File: src/rtl/single_port_ram.sv
// single_port_ram: synchronous single-port RAM with one shared address bus.
// Writes and reads share the rising clock edge. Reads are registered and take
// one cycle. A read in the same cycle as a write returns the new data.
// Addresses at or above DEPTH ignore writes and read back as zero.
// Optional feature macro: RAM_PARITY_EN. When it is defined, each word stores
// an even-parity bit and reads report a mismatch on parity_err. When it is
// not defined, parity_err is tied to 0.
module single_port_ram #(
    parameter int ADDR_WIDTH = 6,
    parameter int DATA_WIDTH = 8,
    parameter int DEPTH      = 64
) (
    input  logic                  clk,
    input  logic                  rst_n,
    input  logic [DATA_WIDTH-1:0] data,
    input  logic [ADDR_WIDTH-1:0] addr,
    input  logic                  we,
    output logic [DATA_WIDTH-1:0] q,
    output logic                  parity_err
);

`ifdef RAM_PARITY_EN
    localparam int WORD_WIDTH = DATA_WIDTH + 1;
`else
    localparam int WORD_WIDTH = DATA_WIDTH;
`endif

    logic [WORD_WIDTH-1:0] mem [DEPTH];
    logic [WORD_WIDTH-1:0] wr_word;
    logic                  in_range;

    // A full address space needs no range check, so the compare only exists
    // when some address codes fall outside the array.
    generate
        if (DEPTH < (1 << ADDR_WIDTH)) begin : g_partial
            assign in_range = (32'(addr) < 32'(DEPTH));
        end else begin : g_full
            assign in_range = 1'b1;
        end
    endgenerate

`ifdef RAM_PARITY_EN
    assign wr_word = {^data, data};
`else
    assign wr_word = data;
`endif

    // Store the word on a write edge. A write on a reset edge is dropped, and
    // reset never clears the array contents.
    always_ff @(posedge clk) begin
        if (rst_n && we && in_range) begin
            mem[addr] <= wr_word;
        end
    end

    // Registered read data. A read during a write returns the incoming data.
    always_ff @(posedge clk) begin
        if (!rst_n) begin
            q <= '0;
        end else if (!in_range) begin
            q <= '0;
        end else if (we) begin
            q <= data;
        end else begin
            q <= mem[addr][DATA_WIDTH-1:0];
        end
    end

`ifdef RAM_PARITY_EN
    // Parity check on the stored word, registered alongside q. Parity is
    // always clean on a write-first read because it comes from the incoming
    // data.
    always_ff @(posedge clk) begin
        if (!rst_n) begin
            parity_err <= 1'b0;
        end else if (!in_range || we) begin
            parity_err <= 1'b0;
        end else begin
            parity_err <= mem[addr][DATA_WIDTH] ^ (^mem[addr][DATA_WIDTH-1:0]);
        end
    end
`else
    assign parity_err = 1'b0;
`endif

endmodule

File: config.mk
export PLATFORM = sky130hd
export DESIGN_NAME = single_port_ram
export DESIGN_NICKNAME = d
export VERILOG_FILES = /design/src/rtl/single_port_ram.sv
export SDC_FILE = /design/constraint.sdc
export NUM_CORES = 1
export LEC_CHECK = 0
export BUFFER_PORTS_ARGS = -buffer_cell sky130_fd_sc_hd__buf_4
export CORE_MARGIN = 1.5
export CORE_UTILIZATION = 31
export DETAILED_ROUTE_END_ITERATION = 16
export SETUP_SLACK_MARGIN = 0.5
export SLEW_MARGIN = 20
export SYNTH_ARGS = -nofsm -noshare
export SYNTH_HDL_FRONTEND = slang
export SYNTH_SLANG_ARGS = --single-unit
File: constraint.sdc
create_clock -name clk -period 3.15 [get_ports clk]
set_input_delay 0.1575 -clock clk [delete_from_list [all_inputs] [get_ports clk]]
set_output_delay 0.1575 -clock clk [all_outputs]
set_load 0.01 [all_outputs]
==> impl_metrics.ini, run 1 <==
[run_status]
outcome = finished clean

[logic_synthesis]
synth_top_cell_by_area = sky130_fd_sc_hd__edfxtp_1
synth_async_sr_flop_share_pct = 0
syn_avg_cell_area_sq_um = 17.33
number_of_distinct_library_cells_after_synthesis = 63
synth.ff_latch_count = 520
syn_area_sq_um = 20380
syn_nets = 1193
synth_enable_flop_cells = 512
yosys_warnings = 0
netlist_instances = 1176
synth_sequential_area_ratio_pct = 76.21
post_synth_main_area_contributors = sky130_fd_sc_hd__edfxtp_1, sky130_fd_sc_hd__mux4_2, sky130_fd_sc_hd__mux2i_1, sky130_fd_sc_hd__mux2_2, sky130_fd_sc_hd__a22oi_1
yosysTopAreaCellShare_pct = 75.42
synth-main-ff-cell = sky130_fd_sc_hd__edfxtp_1

[sta]
timing_worst_slew_pin_value_ns = 0.8238
rsz0062_at_grt = no
fin_crit_sh_pct = 72.69
setup_slack_of_the_critical_path_after_layout_ns = 0.8603
fin_tns_setup_ns = 0
finalHoldViolCount = 0
relative_slew_margins_pct = 45.08
timing.final.setup_violations = 0
max_freq_mhz = 436.7
timing.clock.skew_ns = 0.02644
timing_max_transition_violations_final = 0
period_minus_slack_ns = 2.290

[clocking]
tritoncts_clock_tree = built
clock_tree.root_cell = sky130_fd_sc_hd__clkbuf_16
cts_max_path_buffers = 3
path_clk_slew_ns = 0.06
clk_latency_ns = 0.61
cts_inserted_buffers = 53
clock-sinks = 520
ctsHtreeMaxLevel = 2
cts_resized = 0

[grt]
grt.busiest_layer = met2
grt_antenna_before_repair = 1
grt_max_degree = 66
grt_util_met3_pct = 4.013
first_global_vias = 11790
overflow = 0
grt_use_met1_pct = 24.47
grt_pass1_wl_mm = 83.37
met2_usage_pct = 25.61
grt_use_total_pct = 16.96

[critical_path]
critPathCaptureType = register
startpoint_kind_of_the_worst_setup_timing_path = register
crit_arrival_ns = 2.75
critical_path.max_stage_delay_ns = 0.48
critical_path_buf_inv_count = 0
worst-endpoint-required_ns = 3.61
critical_path_peak_fanout = 1
crit_path_cell_trace = mux4_2, mux2i_1, o22a_1, o2111ai_1, o311a_1
cell_count_along_the_critical_path = 5
critical-path-top-delay-family = compound AO/OA/AOI/OAI gates
worst_path_max_delay_cell = sky130_fd_sc_hd__mux4_2
reg2reg_setup_slack_ns = 0.86
path_class = reg2reg
worstRegToRegCells = 5

[power]
share_comb_of_total_power_pct = 5.8
power_per_cell_area_nw_per_um2 = 606.5
seqPwrFrac_pct = 53.1
internal_power_mw = 11.24
report.power.total_mw = 14.41
net-switching-power_mw = 3.169
pwr-share-clk_pct = 41.1
max-vdd-ir-drop_v = 0.0004046
cellLeakagePower_nw = 7.634
power_switching_share_pct = 21.99

[layout]
multi_input_comb_area_sq_um = 4453
end_of_flow_core_utilization_pct = 36.73
ff_latch_area_sq_um = 15530
synthToLayoutAreaGrowth_pct = 16.58
num-fill-cells = 6129
final_net_count = 1307
share_of_post_route_cells_with_drive_strength_above_1_pct = 21.88

[routing]
detailedRoute.firstIterationViolations = 1370
detailroute.via_count = 12000
drt-wirelength-per-cell_um = 26.38
viasPerCell = 5.491
drt-pass1-iter-count = 6
routed_wl_mm = 57.67
post-route-drc-count = 0
ant_nets = 0

[floorplanning]
boundaryPins = 26
initial_core_util_pct = 31.51
die_height_um = 259.4
core_region_area_sq_um = 64700
core.rowCount = 93
die_area_sq_um = 67300
die_w_um = 259.4

[job]
maxCapViolCount = 0

[hold_path]
hold_path.class = in2reg
holdPathStages = 1

[place]
numPortBuffers = 24
placement.setup.worst_slack_ns = 0.3710
gpl.final_weighted_congestion = 0.8679
dp_hpwl_mm = 34.92
## path summary, 6_finish.rpt
check / startpoint / endpoint
hold reg to reg: mem[57][4] / q[4]
hold / removal: data[2] / mem[16][2]
setup / recovery: mem[37][3] / q[3]
setup reg to reg: mem[37][3] / q[3]
## power groups by stage
stage | logic, mW | registers [mW] | clock network, mW
3_3_place_gp | 0.811 | 7.80 | 0
5_1_grt | 0.872 | 7.65 | 6.28
4_1_cts | 0.825 | 7.65 | 6.01
3_5_place_dp | 0.821 | 7.80 | 0
2_1_floorplan | 0.409 | 7.79 | 0
6_report | 0.832 | 7.65 | 5.93
## layout by cell type, fill, tap and decap left out, types with 4 or more instances in the layout
cell and count:
sky130_fd_sc_hd__dfxtp_1 8, sky130_fd_sc_hd__o2bb2ai_1 5, sky130_fd_sc_hd__mux4_2 32, sky130_fd_sc_hd__and2_1 5, sky130_fd_sc_hd__o22ai_1 13, sky130_fd_sc_hd__a21oi_1 34
sky130_fd_sc_hd__o21ai_0 43, sky130_fd_sc_hd__clkbuf_1 13, sky130_fd_sc_hd__o22a_1 5, sky130_fd_sc_hd__nand2_1 47, sky130_fd_sc_hd__a221oi_1 38, sky130_fd_sc_hd__clkinv_2 12
sky130_fd_sc_hd__clkinv_1 12, sky130_fd_sc_hd__nand2b_1 4, sky130_fd_sc_hd__buf_12 5, sky130_fd_sc_hd__nand3_1 14, sky130_fd_sc_hd__a22oi_1 52, sky130_fd_sc_hd__mux2_2 41
sky130_fd_sc_hd__nor2_1 85, sky130_fd_sc_hd__nor2b_1 4, sky130_fd_sc_hd__a211oi_1 8, sky130_fd_sc_hd__a31oi_1 9, sky130_fd_sc_hd__a221o_1 11, sky130_fd_sc_hd__mux2i_1 54
sky130_fd_sc_hd__buf_4 128, sky130_fd_sc_hd__edfxtp_1 512, sky130_fd_sc_hd__clkbuf_16 53, sky130_fd_sc_hd__nand3b_1 5, sky130_fd_sc_hd__a22o_1 10, sky130_fd_sc_hd__nor3_1 6
sky130_fd_sc_hd__nor2b_2 4, sky130_fd_sc_hd__o221ai_1 4
## routing by layer
layer  up-vias  share of wire [%]
met4         2                2.5
li1       5009                  -
met3       116                9.9
met2       662                 45
met5         -              0.017
met1      6214                 43
## through the flow
step,instance area (sq um),hold slack (ns),instances
global placement,22140,0.5020,2088
floorplan,20380,0.2564,1176
CTS,23760,0.03571,2185
detailed placement,22150,0.5052,2088
global route,23760,0.04772,2185
finish,23770,0.04627,2186
## synthesized netlist by cell type, types with 11 or more instances
cell / number
sky130_fd_sc_hd__edfxtp_1: 512
sky130_fd_sc_hd__nor2_1: 87
sky130_fd_sc_hd__mux2i_1: 54
sky130_fd_sc_hd__a22oi_1: 52
sky130_fd_sc_hd__nand2_1: 47
sky130_fd_sc_hd__o21ai_0: 43
sky130_fd_sc_hd__mux2_2: 41
sky130_fd_sc_hd__a221oi_1: 38
sky130_fd_sc_hd__a21oi_1: 34
sky130_fd_sc_hd__buf_2: 32
sky130_fd_sc_hd__mux4_2: 32
sky130_fd_sc_hd__clkbuf_1: 25
sky130_fd_sc_hd__nand3_1: 14
sky130_fd_sc_hd__o22ai_1: 13
sky130_fd_sc_hd__a221o_1: 11
## final cells by class
| class | count | area share (%) |
|---|---|---|
| tap | 855 | 4.501 |
| inverter | 4 | 0.06318 |
| timing repair buffer | 136 | 4.596 |
| clock buffer | 67 | 5.844 |
| sequential | 520 | 65.37 |
| multi-input combinational | 575 | 18.74 |
| clock inverter | 28 | 0.8792 |
| antenna | 1 | 0.01053 |
## repair_timing
| item | 4_1_cts | 5_1_grt |
|---|---|---|
| endpoints found under the hold margin | 8 | 0 |
| hold buffers | 2 | 0 |
| setup buffers | 0 | 0 |
## sequential cells by signal, summed over array words and instances (netlist names)
| signal | cells |
|---|---|
| q | 8 |
| mem | 512 |
## logic make-up after synthesis
family	synth area share, %
buffers and inverters	2.019
AO/OA/AOI/OAI	9.115
other	0.01840
multiplexers	8.526
flip-flops	76.21
AND/OR/NAND/NOR	4.113
Note: power is estimated with default switching activity, not from simulation.
==> run 2: changes to the inputs <==
- clock period: 3.15 -> 2 ns (I/O delays scaled with it)
==> impl_metrics.ini, run 2 (synthesis results as in run 1) <==
[run_status]
outcome = complete, but fails checks
failing_checks = negative setup slack

[layout]
diodes = 0
leading_cell_types_in_the_layout_fill_and_taps_excluded = sky130_fd_sc_hd__edfxtp_1, sky130_fd_sc_hd__buf_4, sky130_fd_sc_hd__nor2_4
layout_commonest_cell = sky130_fd_sc_hd__edfxtp_1
final_net_count = 1430
largestRegisters = mem x512, q x8
largest-register = mem
final_cells = 2312
share_of_post_route_cells_with_drive_strength_above_1_pct = 36.38
synthToLayoutAreaGrowth_pct = 29.02
flip_flop_count_of_the_largest_register_after_layout = 512

[sta]
timing_max_transition_violations_final = 0
rsz0062_at_grt = yes
period_minus_slack_ns = 2.014
timing.final.setup_violations = 1
hold-worst-slack_ns = 0.02658
finalHoldViolCount = 0
fin_crit_sh_pct = 100.7
fin_tns_setup_ns = -0.01427
timing.clock.skew_ns = 0.01684
relative_slew_margins_pct = 46.33
max_freq_mhz = 496.5
setup_slack_of_the_critical_path_after_layout_ns = -0.01427
timing_worst_slew_pin_value_ns = 0.8050

[place]
dpl.cell_count = 2207
dp_hpwl_mm = 40.67
numPortBuffers = 24
placement.setup.worst_slack_ns = -0.3616
gpl.final_weighted_congestion = 0.9061

[grt]
grt_use_total_pct = 18.30
grt_max_degree = 66
overflow = 0
first_global_vias = 12320
grt_antenna_before_repair = 1
grt_pass1_wl_mm = 88.47

[critical_path]
critical_path_peak_fanout = 1
crit_arrival_ns = 2.51
worst-endpoint-required_ns = 2.50
startpoint_kind_of_the_worst_setup_timing_path = register
path_class = reg2reg
critPathCaptureType = register

[floorplanning]
initial_core_util_pct = 31.51
die_w_um = 259.4
die_height_um = 259.4
core_region_area_sq_um = 64700
core.rowCount = 93
boundaryPins = 26
die_area_sq_um = 67300

[routing]
detailedRoute.firstIterationViolations = 1274
ant_nets = 0
routed_wl_mm = 61.44
detailroute.via_count = 12380
post-route-drc-count = 0
drt-pass1-iter-count = 5
viasPerCell = 5.356
drt-wirelength-per-cell_um = 26.57

[clocking]
tritoncts_clock_tree = built
clk_latency_ns = 0.62
clock-sinks = 520
path_clk_slew_ns = 0.06
ctsHtreeMaxLevel = 2
clock_tree.root_cell = sky130_fd_sc_hd__clkbuf_16
cts_inserted_buffers = 54
cts_max_path_buffers = 3

[power]
cellLeakagePower_nw = 8.562
power_per_cell_area_nw_per_um2 = 897.9
max-vdd-ir-drop_v = 0.0006679

[hold_path]
hold_path.class = in2reg

[job]
maxCapViolCount = 0
[run 2: cell count changes in the layout (fill, tap and decap cells not counted), moves of 5 or more]
cell                       previous run  this run
sky130_fd_sc_hd__a221oi_1            38        29
sky130_fd_sc_hd__a21oi_1             34        28
sky130_fd_sc_hd__nand2_8              0         5
sky130_fd_sc_hd__a21oi_2              0         6
sky130_fd_sc_hd__buf_4              128       199
sky130_fd_sc_hd__nor2_1              85        18
sky130_fd_sc_hd__mux2_4               1         9
sky130_fd_sc_hd__o21ai_0             43        37
sky130_fd_sc_hd__nand2_1             47        35
sky130_fd_sc_hd__a221oi_2             1        10
sky130_fd_sc_hd__buf_12               5        51
sky130_fd_sc_hd__nor2_4               0        68
sky130_fd_sc_hd__mux2_2              41        33
[run 2: critical path: stages, from the launching register on]
cell and delay (ns):
sky130_fd_sc_hd__edfxtp_1 0.38, sky130_fd_sc_hd__mux2_4 0.27, sky130_fd_sc_hd__a22oi_2 0.18, sky130_fd_sc_hd__buf_4 0.15, sky130_fd_sc_hd__a31oi_4 0.08, sky130_fd_sc_hd__or4_1 0.52, sky130_fd_sc_hd__o311a_1 0.34
[run 2: power breakdown]
part           switching, mW  internal (mW)  total [mW]
Combinational           1.06          0.681        1.74
Clock                   4.13           5.69        9.82
Sequential            0.0292           12.0        12.1
Total                   5.22           18.4        23.6
[run 2: worst paths after layout]
check	startpoint	to	slack, ns	depth (start not counted)
hold / removal	data[2]	mem[38][2]	0.03	1
hold reg to reg	mem[33][5]	q[5]	0.85	4
setup / recovery	mem[45][5]	q[5]	-0.01	6
setup reg to reg	mem[45][5]	q[5]	-0.01	6
[run 2: layout make-up]
class,instances,area (sq um)
clock inverter,29,255.2
multi-input combinational,575,5350
fill,5862,38400
tap,855,1070
clock buffer,71,1476
timing repair buffer,258,2599
sequential,520,15530
inverter,4,15.01
[run 2: per-layer routing]
| layer | share of wire (%) | vias up | GRT usage, % |
|---|---|---|---|
| li1 | - | 5291 | - |
| met1 | 43 | 6419 | 25.36 |
| met2 | 45 | 565 | 28.08 |
| met3 | 9.1 | 105 | 4.979 |
| met4 | 2.6 | 2 | 5.426 |
| met5 | 0.021 | - | 0 |
[run 2: what timing repair did]
| action | 4_1_cts | 5_1_grt |
|---|---|---|
| endpoints found under the hold margin | 46 | 0 |
| resized for setup | 36 | 18 |
| pin swaps | 26 | 15 |
| setup endpoints to repair | 68 | 64 |
| buffers inserted | 0 | 0 |
| hold buffers | 5 | 0 |
[run 2: metrics by stage]
step                      area, sq um  power, mW  util (%)
after CTS                       26210      23.70     40.52
after global routing            26300      24.23     40.65
after global placement          24260      13.91     37.49
after detailed placement        24260      13.93     37.49
after floorplan                 21240      13.03         -
final                           26300      23.61     40.65
==> run 3: changes to the inputs <==
- CORE_UTILIZATION: 31 -> 56
- PLACE_DENSITY_LB_ADDON: not set -> 0.12
==> impl_metrics.ini, run 3 (synthesis results as in run 1) <==
[floorplanning]
die_height_um = 193.8
initial_core_util_pct = 57.03
die_area_sq_um = 37550
boundaryPins = 26
core.rowCount = 69
core_region_area_sq_um = 35740
die_w_um = 193.8

[clocking]
ctsHtreeMaxLevel = 2
cts_max_path_buffers = 3
cts_inserted_buffers = 51
clock-sinks = 520
tritoncts_clock_tree = built
path_clk_slew_ns = 0.06
clk_latency_ns = 0.59
clock_tree.root_cell = sky130_fd_sc_hd__clkbuf_16

[layout]
leading_cell_types_in_the_layout_fill_and_taps_excluded = sky130_fd_sc_hd__edfxtp_1, sky130_fd_sc_hd__buf_4, sky130_fd_sc_hd__nor2_4
flip_flop_count_of_the_largest_register_after_layout = 512
largest-register = mem
share_of_post_route_cells_with_drive_strength_above_1_pct = 36.17
final_net_count = 1402
end_of_flow_core_utilization_pct = 71.28
layout_commonest_cell = sky130_fd_sc_hd__edfxtp_1
diodes = 0
synthToLayoutAreaGrowth_pct = 24.98
largestRegisters = mem x512, q x8

[critical_path]
worst_path_max_delay_cell = sky130_fd_sc_hd__or4_4
startpoint_kind_of_the_worst_setup_timing_path = register
critPathCaptureType = register
crit_path_cell_trace = mux2_2, a22oi_2, a31oi_2, or4_4, o311a_1
crit_arrival_ns = 2.46
critical_path.max_stage_delay_ns = 0.55
path_class = reg2reg
critical_path_peak_fanout = 1
worst-endpoint-required_ns = 2.48

[grt]
first_global_vias = 12360
grt_antenna_before_repair = 2
grt_max_degree = 66
grt_use_total_pct = 31.54
grt_pass1_wl_mm = 84.35
overflow = 0

[sta]
max_freq_mhz = 503.0
fin_crit_sh_pct = 99.41
hold-worst-slack_ns = 0.02222
timing_worst_slew_pin_value_ns = 0.7886
setup_slack_of_the_critical_path_after_layout_ns = 0.01182
rsz0062_at_grt = yes
timing_max_transition_violations_final = 0
fin_tns_setup_ns = 0
period_minus_slack_ns = 1.988
timing.clock.skew_ns = 0.01961
timing.final.setup_violations = 0
finalHoldViolCount = 0
relative_slew_margins_pct = 47.43

[place]
placement.setup.worst_slack_ns = -0.3117
numPortBuffers = 24
gpl.final_weighted_congestion = 0.9083
dp_hpwl_mm = 37.34

[routing]
detailedRoute.firstIterationViolations = 1566
drt-pass1-iter-count = 11
detailroute.via_count = 12440
routed_wl_mm = 57.69
drt-wirelength-per-cell_um = 30.61
viasPerCell = 6.599
post-route-drc-count = 1
ant_nets = 0

[power]
max-vdd-ir-drop_v = 0.0007844
power_per_cell_area_nw_per_um2 = 911.4
internal_power_mw = 18.17
power_switching_share_pct = 21.75
net-switching-power_mw = 5.050
seqPwrFrac_pct = 51.9
cellLeakagePower_nw = 8.352
pwr-share-clk_pct = 40.6
share_comb_of_total_power_pct = 7.5

[run_status]
failing_checks = design-rule violations
outcome = complete, but fails checks

[job]
maxCapViolCount = 0

[hold_path]
hold_path.class = in2reg
## run 3: cell count changes in the layout (fill, tap and decap cells not counted), sizes merged
cell	before	now
buf	253	230
clkinv	25	20
clkbuf	71	68
dlygate4sd3	5	3
bufinv	4	3
clkinvlp	1	2
## run 3: metrics by stage
step	power, mW	cell area [sq um]	cells
floorplan	13.03	21240	1176
global placement	13.89	23390	1783
detailed placement	13.91	23390	1783
CTS	23.20	25250	1878
global route	23.73	25480	1885
finish	23.22	25480	1885
## run 3: worst paths after layout
kind              cells after the start   end  slack (ns)  startpoint
hold reg to reg                       3  q[0]        0.79  mem[56][0]
setup / recovery                      5  q[5]        0.01  mem[41][5]
setup reg to reg                      5  q[5]        0.01  mem[41][5]
hold / removal                        4  q[1]        0.02          we
## run 3: timing repair
item                                    in CTS  in global routing
endpoints found under the hold margin       12                  0
hold buffers                                 3                  0
cloned                                       0                  0
gates resized for setup                     39                 17
buffers inserted                             0                  7
endpoints found under the setup margin       8                142
pin swaps                                   17                 19
## run 3: layout make-up
cell class / instances / area, sq um
Sequential cell: 520 / 15530
Fill cell: 2230 / 10270
Multi-Input combinational cell: 575 / 5368
Timing Repair Buffer: 233 / 2340
Clock buffer: 68 / 1453
Tap cell: 461 / 576.8
Clock inverter: 24 / 188.9
Inverter: 4 / 15.01
## run 3: worst max-delay path: cells and delay by family (launching register included)
kind	cells	cell delay (ns)
AOI/OAI and AO/OA	3	0.68
and+or+nand+nor	1	0.55
DFF	1	0.36
muxes	1	0.29
## run 3: power by group through the flow
stage	clock [mW]	sequential [mW]	combinational, mW
3_5_place_dp	0	12.3	1.64
5_1_grt	9.87	12.0	1.82
2_1_floorplan	0	12.3	0.762
4_1_cts	9.46	12.0	1.70
3_3_place_gp	0	12.3	1.62
6_report	9.43	12.0	1.74
## run 3: per-layer routing
metal	GRT usage, %	part of all wire (%)	vias up
met3	7.132	9.5	148
met1	43.93	40	6336
met2	48.36	46	730
met5	0	0.047	-
met4	13.79	3.9	4
li1	-	-	5221
